File: src/rtl/mine_count_engine_if.sv
// rtl/mine_count_engine_if.sv - start/map request and count/cell-stream result bundle
interface mine_count_engine_if #(
   parameter int ROWS = 8,
   parameter int COLS = 8,
   parameter int CW   = 4
);
   localparam int N     = ROWS * COLS;
   localparam int IDX_W = $clog2(N);
   localparam int TW    = $clog2(N + 1);

   logic              start;
   logic [N-1:0]      mine_map;
   logic              busy;
   logic              done;
   logic [N*CW-1:0]   count_map;
   logic              cell_wr;
   logic [IDX_W-1:0]  cell_idx;
   logic [CW-1:0]     cell_cnt;
   logic [TW-1:0]     mine_total;

   modport master (
      output start, mine_map,
      input  busy, done, count_map, cell_wr, cell_idx, cell_cnt, mine_total
   );

   modport slave (
      input  start, mine_map,
      output busy, done, count_map, cell_wr, cell_idx, cell_cnt, mine_total
   );
endinterface

File: src/rtl/mine_count_engine.sv
// rtl/mine_count_engine.sv - one-cell-per-clock neighbour mine counter
// Scans a snapshot of the mine map and emits per-cell counts plus a packed count map.
module mine_count_engine #(
   parameter int             ROWS      = 8,
   parameter int             COLS      = 8,
   parameter int             CW        = 4,
   parameter logic [CW-1:0]  MINE_CODE = 4'hF
) (
   input  logic                    clk,
   input  logic                    resetn,
   mine_count_engine_if.slave      bus
);
   localparam int N     = ROWS * COLS;
   localparam int IDX_W = $clog2(N);
   localparam int TW    = $clog2(N + 1);

   typedef enum logic [1:0] {IDLE, SCAN, DONE} state_t;

   state_t            state_q;
   logic [N-1:0]      snap_q;
   logic [IDX_W-1:0]  idx_q;
   logic              busy_q;
   logic              done_q;
   logic              cell_wr_q;
   logic [IDX_W-1:0]  cell_idx_q;
   logic [CW-1:0]     cell_cnt_q;
   logic [N*CW-1:0]   count_map_q;
   logic [TW-1:0]     mine_total_q;

   logic [CW-1:0]     nbr_cnt;
   logic [CW-1:0]     cell_val_d;

   // Neighbours outside the board are skipped, so row ends never wrap.
   always_comb begin
      nbr_cnt = '0;
      for (int dr = -1; dr <= 1; dr++) begin
         for (int dc = -1; dc <= 1; dc++) begin
            int r;
            int c;
            r = int'(idx_q) / COLS + dr;
            c = int'(idx_q) % COLS + dc;
            if (!(dr == 0 && dc == 0) && r >= 0 && r < ROWS && c >= 0 && c < COLS) begin
               nbr_cnt = nbr_cnt + CW'(snap_q[IDX_W'(r * COLS + c)]);
            end
         end
      end
      cell_val_d = snap_q[idx_q] ? MINE_CODE : nbr_cnt;
   end

   always_ff @(posedge clk or negedge resetn) begin
      if (!resetn) begin
         state_q      <= IDLE;
         snap_q       <= '0;
         idx_q        <= '0;
         busy_q       <= 1'b0;
         done_q       <= 1'b0;
         cell_wr_q    <= 1'b0;
         cell_idx_q   <= '0;
         cell_cnt_q   <= '0;
         count_map_q  <= '0;
         mine_total_q <= '0;
      end else begin
         case (state_q)
            IDLE: begin
               cell_wr_q <= 1'b0;
               done_q    <= 1'b0;
               if (bus.start) begin
                  snap_q       <= bus.mine_map;
                  count_map_q  <= '0;
                  mine_total_q <= '0;
                  idx_q        <= '0;
                  busy_q       <= 1'b1;
                  state_q      <= SCAN;
               end
            end
            SCAN: begin
               cell_wr_q                   <= 1'b1;
               cell_idx_q                  <= idx_q;
               cell_cnt_q                  <= cell_val_d;
               count_map_q[idx_q*CW +: CW] <= cell_val_d;
               mine_total_q                <= mine_total_q + TW'(snap_q[idx_q]);
               idx_q                       <= idx_q + 1'b1;
               if (idx_q == IDX_W'(N - 1)) begin
                  done_q  <= 1'b1;
                  state_q <= DONE;
               end
            end
            DONE: begin
               cell_wr_q <= 1'b0;
               done_q    <= 1'b0;
               busy_q    <= 1'b0;
               state_q   <= IDLE;
            end
            default: state_q <= IDLE;
         endcase
      end
   end

   assign bus.busy       = busy_q;
   assign bus.done       = done_q;
   assign bus.count_map  = count_map_q;
   assign bus.cell_wr    = cell_wr_q;
   assign bus.cell_idx   = cell_idx_q;
   assign bus.cell_cnt   = cell_cnt_q;
   assign bus.mine_total = mine_total_q;
endmodule

File: src/flat_wrapper.sv
// flat-port wrapper written by rule: the top's interface ports become plain ports
module mine_count_engine_flat 
#(
   parameter int             ROWS      = 8,
   parameter int             COLS      = 8,
   parameter int             CW        = 4,
   parameter logic [CW-1:0]  MINE_CODE = 4'hF
)
  (clk, resetn, bus_start, bus_mine_map, bus_busy, bus_done, bus_count_map, bus_cell_wr, bus_cell_idx, bus_cell_cnt, bus_mine_total);
  mine_count_engine_if #(.ROWS(ROWS), .COLS(COLS), .CW(CW)) bus_i ();
  input  logic clk;
  input  logic resetn;
  input wire logic [$bits(bus_i.start)-1:0] bus_start;
  input wire logic [$bits(bus_i.mine_map)-1:0] bus_mine_map;
  output wire logic [$bits(bus_i.busy)-1:0] bus_busy;
  output wire logic [$bits(bus_i.done)-1:0] bus_done;
  output wire logic [$bits(bus_i.count_map)-1:0] bus_count_map;
  output wire logic [$bits(bus_i.cell_wr)-1:0] bus_cell_wr;
  output wire logic [$bits(bus_i.cell_idx)-1:0] bus_cell_idx;
  output wire logic [$bits(bus_i.cell_cnt)-1:0] bus_cell_cnt;
  output wire logic [$bits(bus_i.mine_total)-1:0] bus_mine_total;
  assign bus_i.start = bus_start;
  assign bus_i.mine_map = bus_mine_map;
  assign bus_busy = bus_i.busy;
  assign bus_done = bus_i.done;
  assign bus_count_map = bus_i.count_map;
  assign bus_cell_wr = bus_i.cell_wr;
  assign bus_cell_idx = bus_i.cell_idx;
  assign bus_cell_cnt = bus_i.cell_cnt;
  assign bus_mine_total = bus_i.mine_total;
  mine_count_engine #(.ROWS(ROWS), .COLS(COLS), .CW(CW), .MINE_CODE(MINE_CODE)) u_core (.clk(clk), .resetn(resetn), .bus(bus_i));
endmodule
File: config.mk
export PLATFORM = sky130hd
export DESIGN_NAME = mine_count_engine_flat
export DESIGN_NICKNAME = d
export VERILOG_FILES = /design/src/rtl/mine_count_engine_if.sv /design/src/rtl/mine_count_engine.sv /design/src/flat_wrapper.sv
export SDC_FILE = /design/constraint.sdc
export NUM_CORES = 1
export LEC_CHECK = 0
export BUFFER_PORTS_ARGS = -buffer_cell sky130_fd_sc_hd__clkbuf_2
export CAP_MARGIN = 20
export CORE_ASPECT_RATIO = 0.5
export CORE_MARGIN = 4
export CORE_UTILIZATION = 50
export DETAILED_ROUTE_END_ITERATION = 16
export MAX_ROUTING_LAYER = met4
export PLACE_DENSITY = 0.88
export SLEW_MARGIN = 15
export SYNTH_ARGS = -nofsm -noshare
export SYNTH_HDL_FRONTEND = slang
export SYNTH_SLANG_ARGS = --single-unit
File: constraint.sdc
create_clock -name clk -period 8.3 [get_ports clk]
set_clock_uncertainty 0.2 [all_clocks]
set_input_delay 0.83 -clock clk [delete_from_list [all_inputs] [get_ports clk]]
set_output_delay 0.83 -clock clk [all_outputs]
set_load 0.02 [all_outputs]
==> results <==
- After detailed routing, the met3 layer carries 3182 µm of wire.
- The deepest level of the CTS H-tree is 2.
- Of the post-synthesis cell area, the dominant cell type holds 0.5120.
- The yosys synthesis warning count is 0.
- TritonCTS built the clock tree.
- After detailed routing, the number of vias per cell comes to 5.974.
- The clock passes through at most 3 buffers.
- The synthesized design contains 0 enable-type register cells.
- The worst slew margin relative to its limit is 0.2294.
- By instance count, the cell type seen most on the critical path is ha_1.
- Across the run, the number of max-cap violations was 0.
- After floorplanning, the core was sized to cover 0.03328 mm².
- The number of nets in the synthesized netlist is 1,652.
- The pre-antenna-repair detailed-routing pass consisted of 5 iterations.
- The cell type contributing the most total cell area after synthesis is dfrtp_1.
- In the final layout, the share of cells above drive strength 1 is 0.3140.
- The number of placed I/O pins is 343.
- For this block, the initial DRC count from the detailed router was 1,540.
- For this block, the routed nets add up to 50,290 µm of wire.
- The element type at the critical path start is a flop.
- Derived from the worst setup path, the maximum achievable clock frequency is 0.1253 GHz.
- The die height is 138.4 µm.
- The number of global-route vias before repair was 13,892.
- The cell with the largest stage delay on the worst path is mux4_2.
- The width of the chip is 268.8 µm.
- The peak fanout along the critical path is 16.
- The type of the setup path with the least slack is flop to flop.
- The total length of routed met2 wires is 24,930 µm.
- The initial antenna violation count was 0.
- The final critical path time including I/O delays and setup is 7.983 ns.
- The number of remaining DRC errors is 0.
- The count of final max-slew check failures came to 0.
- The total half-perimeter wirelength after legalization and detailed placement is 33,760 µm.
- The number of endpoints with negative hold slack in the final report came to 0.
- The later pin in the worst-skew pair is clocked with a latency of 0.52 ns.
- By area the synthesized netlist is led by dfrtp_1, mux4_2, o21ai_0.
- The final number of setup-violating endpoints is 0.
- The maximum cell stage delay along the critical path is 0.53 ns.
- The number of buffers added by the clock tree synthesis step is 34.
- The area added between synthesis and finish is 20.13%.
- By count the netlist is led by dfrtp_1, nand2_1, o21ai_0.
- The highest signal layer in the routed design is met4.
- The net total in the final layout is 1,955.
- The mean post-synth cell area is 10.95 µm².
- The start of the worst register-to-register path is u_core.idx_q[0].
- Counting flops and latches in the post-synthesis netlist gives 348.
- The repair_antennas step left the layout with diodes totalling 0.
- The count of standard-cell rows is 47.
- In the final routing, the length of wire on met1 measures 19,390 µm.
- The origin of the worst setup path is u_core.idx_q[0].
- The detail route stage leaves a number of antenna-violating nets equal to 0.
- The maximum number of pins on one net before global-route repair is 259.
- The synthesized netlist contains 57 unique library cells.
- The number of hold buffers added after CTS was 0.
- The number of buffer cells added on primary ports is 342.
- The count of filler cells inserted in the layout is 2,617.
- For this design, the sink count on the clock tree is 348.
- The transition time at the pin with the least slew margin is 1.156 ns.
- The initial core utilization is 0.5110.
- Among all flip-flop cells after synthesis, the most frequent one is dfrtp_1.
- The setup slack at placement is 0.3180 ns.
- The kind of path behind the tightest hold check is input pin to async pin.
- The flow ran to the end, and the final reports show no timing, DRC or antenna violations.
- The vias after detailed routing is 13,859.
- The final cycle utilization of the critical path is 0.9618.
- Together, buffers and inverters on the worst path number 4.
- Routability-driven placement finished with a final weighted congestion of 0.9370.
- Clock-pin slew was measured on the worst setup and hold paths at 0.07 ns.
- The remaining global-route overflow is 0.
- The first-pass GRT wire length is 77,920 µm.
- In the synthesized netlist the async set-or-reset flop fraction comes to 1.000.
- The required arrival time at the worst endpoint is 8.50 ns.
- The family with the most delay on the worst path is adder cells.
- The area of the die is 0.03721 mm².
- The most common cell in the synthesized netlist is dfrtp_1.
- Dividing the detail-routed wire length by the instance count gives 21.68 µm.
- CTS placed an instance of clkbuf_16 at the clock tree root.
- In the global route stage, overall resource usage came out at 0.2699.
- STA classifies the critical path endpoint as a flop.
- The data arrival at the endpoint of the critical path is 8.18 ns.
- The worst path meets setup with 0.3169 ns of slack.
- The post-synthesis cell area is 0.01701 mm².
- The proportion of synthesized chip area in sequential cells is 0.5120.
- The number of instances in the synthesized netlist is 1,553.
worst paths after layout:
kind | slack, ns | depth (start not counted) | end
max | 0.32 | 34 | u_core.bus.count_map[118]
min | 0.23 | 1 | u_core.snap_q[62]
max reg2reg | 0.32 | 34 | u_core.bus.count_map[118]
min reg2reg | 0.29 | 1 | u_core.bus.busy
max in group asynchronous | 6.36 | 2 | u_core.bus.count_map[44]
min in group clk | 0.29 | 1 | u_core.bus.busy
cells by family after synthesis:
logic type	after synthesis	share of synthesized area
multiplexers	252	0.2026
AO/OA/AOI/OAI	317	0.09997
flip-flops	348	0.5120
AND/OR/NAND/NOR	459	0.1149
buffers and inverters	125	0.03406
XOR/XNOR	20	0.01162
adder cells (fa/ha/maj)	32	0.02486
what timing repair did:
item                                    in CTS  in global routing
resized for setup                            0                 13
buffers inserted                             0                  2
endpoints found under the setup margin       0                141
placed cells by master (no fill, tap or decap), drive strengths merged, types with 4 or more instances in the layout:
cell type,n
a21oi,12
and2,6
and3,8
buf,34
bufinv,4
clkbuf,388
clkinv,7
dfrtp,348
ha,29
inv,17
mux2,68
mux2i,117
mux4,67
nand2,259
nand3,87
nand4,7
nor2,70
nor3,10
o211ai,5
o21ai,281
or3,4
xnor2,13
xor2,6
per-stage QoR:
stage	std cells	utilization	area [µm²]	hold slack, ns	TNS [ns]
final	2320	0.6139	20430	0.2265	0
after global placement	2254	0.5741	19110	0.2637	0
after floorplan	1553	-	17010	0.2446	0
after detailed placement	2254	0.5741	19110	0.2806	0
after CTS	2313	0.6076	20220	0.2654	0
after global routing	2320	0.6139	20430	0.3174	-0.3833
sequential cells by signal, summed over array words and instances (netlist names), 2 cells and up:
| name | cells |
|---|---|
| u_core.bus.cell_idx | 6 |
| u_core.idx_q | 6 |
| u_core.state_q | 2 |
| u_core.bus.mine_total | 7 |
| u_core.snap_q | 64 |
| u_core.bus.cell_cnt | 4 |
| u_core.bus.count_map | 256 |
per-layer routing:
| metal | vias up | global-route usage |
|---|---|---|
| met2 | 631 | 0.4349 |
| met4 | 0 | 0.1338 |
| met1 | 6931 | 0.3376 |
| li1 | 6122 | - |
| met3 | 175 | 0.03888 |
| met5 | - | - |
final cells by class:
type                       count  area, µm²  share of cell area
tap                          441      551.8             0.02700
clock buffer                  45      922.1             0.04513
timing repair buffer         377       2167              0.1061
multi-input combinational   1080       7831              0.3833
inverter                      15      56.30            0.002756
clock inverter                14      195.2            0.009552
sequential                   348       8710              0.4262
Power is not shown: default switching activity piles up to over one toggle a cycle in this logic, so the estimate is an artifact.
